<file path="config.mk">
export PLATFORM = sky130hd
export DESIGN_NAME = rijndael_mask_seq_m
export DESIGN_NICKNAME = d
export VERILOG_FILES = /design/src/rtl/rijndael_seq_pkg.sv /design/src/rtl/mask_lfsr16_m.sv /design/src/rtl/rijndael_mask_seq_m.sv
export SDC_FILE = /design/constraint.sdc
export NUM_CORES = 1
export LEC_CHECK = 0
export ABC_AREA = 1
export CAP_MARGIN = 20
export CORE_ASPECT_RATIO = 1.5
export CORE_MARGIN = 8
export CORE_UTILIZATION = 47
export DETAILED_ROUTE_END_ITERATION = 6
export GPL_ROUTABILITY_DRIVEN = 0
export PLACE_DENSITY = 0.84
export SYNTH_ARGS = -nofsm -noshare
export SYNTH_HDL_FRONTEND = slang
export SYNTH_SLANG_ARGS = --single-unit
</file>
<file path="constraint.sdc">
create_clock -name clk -period 2.25 [get_ports clk]
set_input_delay 0.3375 -clock clk [delete_from_list [all_inputs] [get_ports clk]]
set_output_delay 0.3375 -clock clk [all_outputs]
set_load 0.05 [all_outputs]
</file>
<file path="src/rtl/rijndael_seq_pkg.sv">
// Shared types and constants for the masked Rijndael S-box sequencer.
package rijndael_seq_pkg;

    typedef enum logic [1:0] {
        IDLE  = 2'd0,
        ISSUE = 2'd1,
        WAIT  = 2'd2,
        DONE  = 2'd3
    } state_e;

    localparam logic [15:0] SEED_DEFAULT    = 16'hACE1;
    localparam logic [15:0] LFSR_TAPS       = 16'hB400;
    localparam int          LATENCY_DEFAULT = 2;

endpackage

</file>
<file path="src/rtl/mask_lfsr16_m.sv">
// Free-running 16-bit Galois LFSR supplying fresh mask material every cycle.
module mask_lfsr16_m
    import rijndael_seq_pkg::*;
#(
    parameter logic [15:0] SEED_INIT = SEED_DEFAULT,
    parameter logic [15:0] TAPS      = LFSR_TAPS
) (
    input  logic        clk,
    input  logic        rst,
    input  logic        seed_load,
    input  logic [15:0] seed,
    output logic [15:0] lfsr
);

    logic [15:0] lfsr_q;
    logic [15:0] lfsr_d;

    always_comb begin
        lfsr_d = (lfsr_q >> 1) ^ (lfsr_q[0] ? TAPS : 16'h0000);
        // A zero seed would freeze the register, so substitute the default.
        if (seed_load) begin
            lfsr_d = (seed == 16'h0000) ? SEED_INIT : seed;
        end
    end

    always_ff @(posedge clk) begin
        if (!rst) begin
            lfsr_q <= SEED_INIT;
        end else begin
            lfsr_q <= lfsr_d;
        end
    end

    assign lfsr = lfsr_q;

endmodule

</file>
<file path="src/rtl/rijndael_mask_seq_m.sv">
// Sequencer feeding one masked operation at a time into the two-state S-box
// stage and returning its unmasked result over a valid/ready handshake.
module rijndael_mask_seq_m
    import rijndael_seq_pkg::*;
#(
    parameter int LATENCY = LATENCY_DEFAULT
) (
    input  logic        clk,
    input  logic        rst,
    input  logic        seed_load,
    input  logic [15:0] seed,
    input  logic        mask_en,
    input  logic        pt_valid,
    output logic        pt_ready,
    input  logic [7:0]  pt,
    input  logic [7:0]  key,
    output logic        sb_valid,
    output logic [7:0]  sb_din,
    output logic [7:0]  sb_key,
    output logic [7:0]  sb_imask,
    output logic [7:0]  sb_omask,
    input  logic [7:0]  sb_dout,
    output logic        res_valid,
    input  logic        res_ready,
    output logic [7:0]  res,
    output logic        trig
);

    localparam int CNT_W = (LATENCY > 2) ? $clog2(LATENCY) : 1;

    state_e           state_q, state_d;
    logic [CNT_W-1:0] cnt_q, cnt_d;
    logic [7:0]       din_q, din_d;
    logic [7:0]       key_q, key_d;
    logic [7:0]       imask_q, imask_d;
    logic [7:0]       omask_q, omask_d;
    logic [7:0]       res_q, res_d;
    logic [15:0]      lfsr;

    mask_lfsr16_m u_lfsr (
        .clk       (clk),
        .rst       (rst),
        .seed_load (seed_load),
        .seed      (seed),
        .lfsr      (lfsr)
    );

    always_comb begin
        state_d   = state_q;
        cnt_d     = cnt_q;
        din_d     = din_q;
        key_d     = key_q;
        imask_d   = imask_q;
        omask_d   = omask_q;
        res_d     = res_q;
        pt_ready  = 1'b0;
        sb_valid  = 1'b0;
        trig      = 1'b0;
        res_valid = 1'b0;

        unique case (state_q)
            IDLE: begin
                pt_ready = 1'b1;
                // Operands and masks freeze here; the S-box output XORs with
                // the live omask, so nothing may move until DONE exits.
                if (pt_valid) begin
                    din_d   = pt;
                    key_d   = key;
                    imask_d = mask_en ? lfsr[7:0]  : 8'h00;
                    omask_d = mask_en ? lfsr[15:8] : 8'h00;
                    state_d = ISSUE;
                end
            end
            ISSUE: begin
                sb_valid = 1'b1;
                cnt_d    = CNT_W'(LATENCY - 1);
                state_d  = WAIT;
            end
            WAIT: begin
                trig = 1'b1;
                if (cnt_q == '0) begin
                    res_d   = sb_dout;
                    state_d = DONE;
                end else begin
                    cnt_d = cnt_q - 1'b1;
                end
            end
            DONE: begin
                res_valid = 1'b1;
                if (res_ready) begin
                    state_d = IDLE;
                end
            end
            default: begin
                state_d = IDLE;
            end
        endcase
    end

    always_ff @(posedge clk) begin
        if (!rst) begin
            state_q <= IDLE;
            cnt_q   <= '0;
            din_q   <= 8'h00;
            key_q   <= 8'h00;
            imask_q <= 8'h00;
            omask_q <= 8'h00;
            res_q   <= 8'h00;
        end else begin
            state_q <= state_d;
            cnt_q   <= cnt_d;
            din_q   <= din_d;
            key_q   <= key_d;
            imask_q <= imask_d;
            omask_q <= omask_d;
            res_q   <= res_d;
        end
    end

    assign sb_din   = din_q;
    assign sb_key   = key_q;
    assign sb_imask = imask_q;
    assign sb_omask = omask_q;
    assign res      = res_q;

endmodule

</file>
=== After elaboration in Yosys (flattened, before gate mapping) ===
Index checks and enable logic that the tools add are counted.
Widths: inputs -> output; s select.

* Bits in registers: 59
* Word-level logic and storage cells: 38
* Input port bits: 46
* Output and inout port bits: 44

* Muxes and demuxes: 15
* Bitwise operators: 2
* Equal/unequal tests: 6
* $add $sub $neg: 1
* Reductions and logical operators: 6

{| class="wikitable"
|+ Operators by type and width
! kind !! count
|-
| $mux 16 || 3
|-
| $logic_not 16->1 || 1
|-
| $mux 8 || 2
|-
| $xor 15x16->16 || 1
|-
| $pmux 2 s4 || 1
|-
| $mux 2 || 3
|-
| $ne 2x2->1 const B || 3
|-
| $mux 1 || 5
|-
| $eq 2x2->1 const B || 2
|-
| $reduce_and 2->1 || 2
|-
| $reduce_and 3->1 || 1
|-
| $eq 2x1->1 const B || 1
|-
| $logic_not 2->1 || 1
|-
| $pmux 1 s2 || 1
|-
| $reduce_bool 2->1 || 1
|-
| $not 1->1 || 1
|-
| $sub 1x1->1 const B || 1
|}

=== Depth between registers and ports, before layout ===
Gate-level depths: netlist of the first run.

* Word-level depth: 3
* Gate-level depth with buffers: 7
* Gate-level depth less buffers: 7

=== By module ===
A second synthesis of the first run with hierarchy kept.

* Cell total of the unflattened synthesis: 309
* Area, all modules: 2,327.2 sq um

{| class="wikitable"
|+ Modules (own cells, without submodules)
! module !! cells each !! instances !! area an instance (sq um) !! seq. area each (sq um)
|-
| rijndael_mask_seq_m || 205 || 1 || 1,635.3 || 860.8
|-
| mask_lfsr16_m || 104 || 1 || 691.9 || 320.3
|}

=== Worst setup path before layout of the first run ===
No wires, ideal clock.

* Path kind: reg-to-reg
* Start point: reg state_q[0]
* End point: reg res_q[0] (netlist: res[0])
* Path slack: 0.631 ns
* Arrival time: 1.502 ns
* Stages on the path, launching flop included: 8
* Period minus slack after synthesis: 1.619 ns
* Path buffers: 0
* Setup time: 0.116 ns
* Cell sequence: dfxtp_1 inv_1 ha_1 inv_1 nor2_4 inv_1 nor2_1 nor2_1

* Cells in the longest elaborated chain, start to end: 2

{| class="wikitable"
|+ Ends and longest elaborated chain
! element !! line !! text
|-
| from (decl) || rijndael_mask_seq_m.sv:31 || <nowiki>state_e state_q, state_d;</nowiki>
|-
| from (signal assigned) || rijndael_mask_seq_m.sv:110 || <nowiki>state_q <= state_d;</nowiki>
|-
| $eq 2x2->1 || rijndael_mask_seq_m.sv:61 || <nowiki>unique case (state_q)</nowiki>
|-
| $reduce_and 2->1 (no source line) || -- ||
|-
| to (signal assigned) || rijndael_mask_seq_m.sv:116 || <nowiki>res_q <= res_d;</nowiki>
|-
| to (decl) || rijndael_mask_seq_m.sv:37 || <nowiki>logic [7:0] res_q, res_d;</nowiki>
|}

No other way between the ends.
A chain may end at the register's enable or synchronous reset.

=== Worst setup path after layout of the first run ===
* Start point: reg state_q[1]
* End point: out sb_valid

* Cells in the longest elaborated chain, start to end: 2

{| class="wikitable"
|+ Ends and longest elaborated chain
! element !! line !! text
|-
| $eq 2x1->1 || rijndael_mask_seq_m.sv:61 ||
|-
| $mux 1 || rijndael_mask_seq_m.sv:61 ||
|-
| to (decl) || rijndael_mask_seq_m.sv:17 || <nowiki>output logic sb_valid,</nowiki>
|}

No other way between the ends.

==> results of run 1 <==
==> registers in the layout (all words and copies together), names as in the netlist <==
| signal | flops |
|---|---|
| state_q | 2 |
| sb_omask | 8 |
| cnt_q | 1 |
| u_lfsr.lfsr | 16 |
| res | 8 |
| sb_imask | 8 |
| sb_key | 8 |
| sb_din | 8 |
==> layer usage <==
layer	routed length, µm	part of all wire
met5	0	0
met1	2470	0.39
met4	160	0.025
met3	365	0.058
met2	3290	0.52
==> stage by stage <==
step | power [mW] | util | setup slack (ns) | hold slack, ns | std cells
finish | 4.24 | 0.705 | 0.183 | 0.466 | 467
global route | 4.43 | 0.705 | 0.109 | 0.488 | 467
CTS | 4.27 | 0.704 | 0.0270 | 0.466 | 467
detailed placement | 3.11 | 0.656 | 0.384 | 0.455 | 451
global placement | 3.07 | 0.656 | 0.419 | 0.454 | 451
floorplan | 2.58 | - | 0.631 | 0.440 | 306
==> layout make-up <==
type	count	area [µm²]
clock inverters	5	100
repair buffers	92	918
inverters	17	66.3
multi-input cells	215	1060
well taps	68	85.1
clock buffers	11	141
flip-flops and latches	59	1180
fillers	415	1490
==> worst max-delay path: cells and delay by family, from the launching register on <==
family / cells / cell delay, ns
adders and majority gates: 1 / 0.16
buffers and inverters: 2 / 0.92
DFF: 1 / 0.33
==> path summary, 6_finish.rpt <==
kind | depth (start not counted) | slack, ns | from | to
setup / recovery | 3 | 0.18 | state_q[1] | sb_valid
hold / removal | 2 | 0.47 | sb_omask[7] | sb_omask[7]
setup reg to reg | 6 | 0.60 | state_q[0] | sb_imask[5]
hold reg to reg | 2 | 0.47 | sb_omask[7] | sb_omask[7]
==> where the power goes <==
part           switching [mW]  total, mW  internal, mW
clock network           0.399       1.16         0.762
registers               0.117       1.37          1.25
logic                    1.15       1.70         0.554
==> kinds of logic after synthesis <==
kind of cell    after synthesis  synth area share
xor+xnor                      1           0.00361
compound gates               62             0.145
simple gates                147             0.265
buf+inv                      32            0.0743
fa+ha+maj                     5            0.0258
flops                        59             0.487
==> layout by cell type (no fill, tap or decap) <==
cell type,Yosys,routed
nand2_2,1,1
nor2_4,1,1
clkinv_2,0,2
nor2_1,75,75
nand3_1,7,7
nand2_4,1,1
xor2_1,1,1
clkdlybuf4s50_1,0,87
inv_4,1,1
inv_1,14,14
nor3_1,1,1
a21oi_1,16,16
buf_4,4,3
nand3_2,10,10
clkbuf_1,0,1
inv_2,2,2
nand2_1,51,51
clkbuf_8,0,10
dfxtp_1,59,59
a21oi_2,11,11
bufinv_16,0,3
ha_1,5,5
o21ai_0,35,35
dlymetal6s2s_1,0,2
==> metrics, run 1 <==
unrepaired setup endpoints after global routing=no; initial antenna violation count=0; Synth async-reset ratio=0; Hold/Removal Path Class=reg2reg; Critical Path Slowest Stage Cell=clkdlybuf4s50_1; Antenna diodes=0; Slew @ Worst Pin=approximately 0.56 ns; main flop type after synthesis=dfxtp_1; final WL=about 6.3 mm; Leak=roughly 1.5 nW; Root Buffer=clkbuf_8; GRT Total Usage=0.164; cell taking the most area after synthesis=dfxtp_1; sequential-to-total area share from yosys stat=0.487; htree depth=3; chip width=~75 µm; via/cell ratio=4.85; Setup Fix Bufs, Post-CTS=0; syn_nets=approximately 360; largest net degree at the start of global routing=34; iteration count of the initial detailed-routing pass=4; Hold Vio Cnt, Final=0; dpl hpwl=between 4 and 5 mm; Avg Inst Size Synth=7.93 µm²; Crit. End Element=output port; count of cells resized by post-cts repair=0; count of flip-flops with a built-in enable after synthesis=0; top cells by count, synth=nor2_1, dfxtp_1, nand2_1; clk slew on worst S/H paths=roughly 0.070 ns; most common cell in the synthesized netlist=nor2_1; top cell type's share of synthesized area=0.487; Row Count=32; CTS buffer count=9; Slew headroom=0.625; dominant cells by area after synthesis=dfxtp_1, nor2_1, nand2_1; clock skew=~0.012 ns; Critical Path RT=around 1.9 ns; via count=2266; fin crit period=between 2 and 2.5 ns; Clock Path Buffers=2; outcome=finished clean; met2 usage=0.280; Mapped Area=between 2000 and 2500 µm²; Setup TNS Final=0 ns; die height=between 100 and 150 µm; Startpoint Class=register; max_cap viols=0; grt met3 use=0.0512; maximum clock rate=slightly below 0.5 GHz; total core area=about 5000 µm²; GR Overflow Total=0; Mapped Cells=between 300 and 400; Ys Warns=0; DRC Markers=0; number of nets in the layout=between 400 and 500; Routed WL per cell=13.5 µm; I/O Buffers=89; final worst path period share=0.918; share of cells above drive strength 1=0.113; Ports=90; die area=7760 µm²; Max VDD drop=1.09 mV; vias in the first global route=approximately 2200; Detailed Route Iter0 Violations=between 150 and 200; post-route ant nets=0; crit path DAT=between 1.5 and 2 ns; placed inst area=roughly 3300 µm²; power per cell area=between 1000 and 1500 nW/µm²; FF+latch count, synth=59; most used routing layer=met2; Post-CTS Hold Fix Bufs=0; clock insertion delay at the later pin of the skew report=0.34 ns; final slew viol count=0; synth-to-layout area growth=46.6%; cells along the critical path=inv_1 -> ha_1 -> clkdlybuf4s50_1; CP Class=reg2out; Sink Count=59; crit path max fanout=4; Largest stage delay, worst path=about 0.81 ns; global-route wire length before repair=between 10 and 15 mm; met1 usage=0.169; final setup fails=0; initial core utilization=0.481; CTS tree=yes; post-synth cell types=22; cell area after layout=3560 µm²
Power figures use the tool's default switching activity.
==> inputs of run 2 (changes only) <==
Settings changed: CAP_MARGIN 20 to 5.
==> results of run 2 <==
No change in the layout: final DEF, timing and power equal those of run 1.
==> variant 1, RTL diff (config.mk and constraints of run 2) <==
Set the package constant `LATENCY_DEFAULT` to 4 (it was 2).
--- a/src/rtl/rijndael_seq_pkg.sv
+++ b/src/rtl/rijndael_seq_pkg.sv
@@ -12,3 +12,3 @@
     localparam logic [15:0] LFSR_TAPS       = 16'hB400;
-    localparam int          LATENCY_DEFAULT = 2;
+    localparam int          LATENCY_DEFAULT = 4;
 
Check against the original RTL: not equivalent (Yosys sat finds a counterexample within 10 cycles, from zero or initial values and one cycle with rst low).
==> variant 1 against run 2 <==
- sequential cell count grew 1
- wire length grew 5.1%
- cell area shrank 0.98%
- hold slack lost 1.9 ps
- first-iteration DRC count grew 23%
- synthesized cell count grew 2.9%
- power shrank 1.4%
- worst setup slack lost 58 ps
- synthesized area shrank 0.41%
- critical path type unchanged
- largest cell class unchanged
==> variant 1: results (changes against run 2) <==
[yosys]
synth.top_cells.by_area=sky130_fd_sc_hd__dfxtp_1 (50%), sky130_fd_sc_hd__nor2_1 (12%), sky130_fd_sc_hd__nand2_1 (8.1%)  ; was sky130_fd_sc_hd__dfxtp_1 (49%), sky130_fd_sc_hd__nor2_1 (12%), sky130_fd_sc_hd__nand2_1 (7.9%)
synth_seq_area_share_pct=49.7  ; was 48.7%
synth.cells.most_frequent=sky130_fd_sc_hd__nor2_1 (78), sky130_fd_sc_hd__dfxtp_1 (60), sky130_fd_sc_hd__nand2_1 (52), sky130_fd_sc_hd__o21ai_0 (35), sky130_fd_sc_hd__a21oi_1 (25)  ; was sky130_fd_sc_hd__nor2_1 (75), sky130_fd_sc_hd__dfxtp_1 (59), sky130_fd_sc_hd__nand2_1 (51), sky130_fd_sc_hd__o21ai_0 (35), sky130_fd_sc_hd__a21oi_1 (16)
syn_inst=315  ; was 306
synth_cell_type_count=23  ; was 22
synthesis.nets=367  ; was 357

[placed_design]
placed_area_um2=3320  ; was 3310 um^2
detailedPlace.worstSlack_ps=429  ; was 384 ps
placedCellCount=461  ; was 451

[grt]
grt_pass1_wl_um=10600  ; was 10000 um
via_count_of_the_first_global_routing_pass=2311  ; was 2153
use_met1_pct=17.9  ; was 16.9%

[detailed_routing]
avgRoutedWirePerCell_um=13.8  ; was 13.5 um
postRouteWirelength_um=6600  ; was 6280 um
drtIter0Drc=206  ; was 168
wl_met3_um=357  ; was 365 um
wirelength_met1_um=2460  ; was 2470 um
via_per_inst=4.92  ; was 4.85
dr.pass1.iters=5  ; was 4

[power_and_ir_drop]
vdd_ir_drop_max_mv=0.881  ; was 1.09 mV
p_leak_nw=1.44  ; was 1.45 nW
comb_power_mw=1.81  ; was 1.70 mW
clockNetworkPower_mw=0.981  ; was 1.16 mW
pwr-share-comb_pct=43.4  ; was 40.2%

[critical_path]
worstPathArrival_ps=1790  ; was 1730 ps

[final_layout]
proportion_of_layout_cells_with_a_drive_suffix_above_1_pct=7.82  ; was 11.3%

[sta]
rel_slew_slack_pct=55.6  ; was 62.5%

[status]
status=finished clean  ; unchanged

==> variant 1: area by class of cell <==
| cell class | instances | area, um^2 |
|---|---|---|
| Tap cell | 68 | 85.1 |
| Clock inverter | 3 | 45.0 |
| Inverter | 19 | 76.3 |
| Sequential cell | 60 | 1200 |
| Clock buffer | 13 | 159 |
| Fill cell | 438 | 1520 |
| Multi-Input combinational cell | 221 | 1030 |
| Timing Repair Buffer | 93 | 921 |
==> variant 1: cells by family after synthesis <==
group	count (synthesis)	share of synthesized area, %
AND/OR/NAND/NOR	152	26.2
AO/OA/AOI/OAI	62	13.2
flip-flops	60	49.7
buffers and inverters	34	7.46
adder cells (fa/ha/maj)	6	3.11
XOR/XNOR	1	0.363
==> variant 1: worst paths after layout <==
kind | startpoint | endpoint | slack (ps) | depth (start not counted)
setup / recovery | state_q[1] | sb_valid | 130 | 3
setup reg to reg | state_q[0] | sb_omask[1] | 620 | 6
hold reg to reg | sb_omask[7] | sb_omask[7] | 460 | 2
hold / removal | sb_omask[7] | sb_omask[7] | 460 | 2
==> variant 2, RTL diff (settings of run 2) <==
Made on the original files. Re-encode `state_e` (4 states) as Gray code, 2 bits wide.
--- a/src/rtl/rijndael_seq_pkg.sv
+++ b/src/rtl/rijndael_seq_pkg.sv
@@ -4,6 +4,6 @@
     typedef enum logic [1:0] {
-        IDLE  = 2'd0,
-        ISSUE = 2'd1,
-        WAIT  = 2'd2,
-        DONE  = 2'd3
+        IDLE  = 2'b00,
+        ISSUE = 2'b01,
+        WAIT  = 2'b11,
+        DONE  = 2'b10
     } state_e;
Formal check against the unedited RTL: no difference found for any inputs over 10 cycles, from zero or initial values and one cycle with rst low; not proved beyond that.
==> variant 2 against run 2 <==
- sequential share of layout area rose by 0.95 points
- synthesized area down 1.9%
- cell area is 2.8% lower
- wire length is 2.1% higher
- count of clock-buffer cells in the layout grew 3
- sequential cell count unchanged
- worst setup slack got worse by 68 ps
- hold slack improved by 3.0 ps
Power is not compared: it rests on default switching activity, and its combinational part moved more than twofold at a synthesized area within 25%.
==> variant 2: results (changes against run 2) <==
[status]
status=finished clean  ; unchanged

[detailed_routing]
detailroute.via_count=2231  ; was 2266
drtIter0Drc=139  ; was 168
wl_met3_um=422  ; was 365 um
wirelength_met1_um=2480  ; was 2470 um

[final_layout]
final_cells=459  ; was 467
sh_seq_area_pct=34.2  ; was 33.2%
buffers=93  ; was 92
multiInputGateArea_um2=1030  ; was 1060 um^2
number_of_logic_inverters_in_the_finished_layout=16  ; was 17
fillCellCount=393  ; was 415
signal_buffer_area_fraction_pct=26.8  ; was 25.8%
proportion_of_layout_cells_with_a_drive_suffix_above_1_pct=12.7  ; was 11.3%
finalNetCount=434  ; was 445

[grt]
use_met1_pct=19.3  ; was 16.9%
grt_pass1_wl_um=10400  ; was 10000 um
grt_use_met2_pct=30.5  ; was 28.0%
grt.met3_usage_pct=5.84  ; was 5.12%

[yosys]
synth.cells.most_frequent=sky130_fd_sc_hd__nor2_1 (80), sky130_fd_sc_hd__dfxtp_1 (59), sky130_fd_sc_hd__nand2_1 (48), sky130_fd_sc_hd__o21ai_0 (34)  ; was sky130_fd_sc_hd__nor2_1 (75), sky130_fd_sc_hd__dfxtp_1 (59), sky130_fd_sc_hd__nand2_1 (51), sky130_fd_sc_hd__o21ai_0 (35), sky130_fd_sc_hd__a21oi_1 (16)
synth.avg_cell_area_um2=7.96  ; was 7.93 um^2
post_synth_xor_area_fraction_pct=0.368  ; was 0.361%
synth_seq_area_share_pct=49.6  ; was 48.7%
synthesis.nets=345  ; was 357
synth.top_cells.by_area=sky130_fd_sc_hd__dfxtp_1 (50%), sky130_fd_sc_hd__nor2_1 (13%), sky130_fd_sc_hd__nand2_1 (7.6%)  ; was sky130_fd_sc_hd__dfxtp_1 (49%), sky130_fd_sc_hd__nor2_1 (12%), sky130_fd_sc_hd__nand2_1 (7.9%)
yosys.area_share.adder_pct=0  ; was 2.58%

[placed_design]
detailedPlace.worstSlack_ps=409  ; was 384 ps

## variant 2: changes by cell type in the layout (fill, tap and decap cells not counted), sizes merged, moves of 2 or more
cell / delta
inv: -2
nand2: -4
clkbuf: +3
ha: -5
bufinv: -3
nor2: +6
## variant 2: final timing paths
| check | from | end |
|---|---|---|
| hold / removal | u_lfsr.lfsr[5] | sb_imask[5] |
| hold reg to reg | u_lfsr.lfsr[5] | sb_imask[5] |
| setup / recovery | state_q[1] | res_valid |
| setup reg to reg | state_q[0] | sb_omask[1] |
## variant 2: kinds of logic after synthesis
kind of cell	Yosys count
compound gates	61
simple gates	147
buf+inv	31
flops	59
xor+xnor	1
## variant 2: power breakdown
| group | internal (mW) | switching, mW |
|---|---|---|
| combinational | 0.222 | 0.367 |
| clock | 0.457 | 0.393 |
| sequential | 1.12 | 0.0477 |
| total | 1.80 | 0.808 |
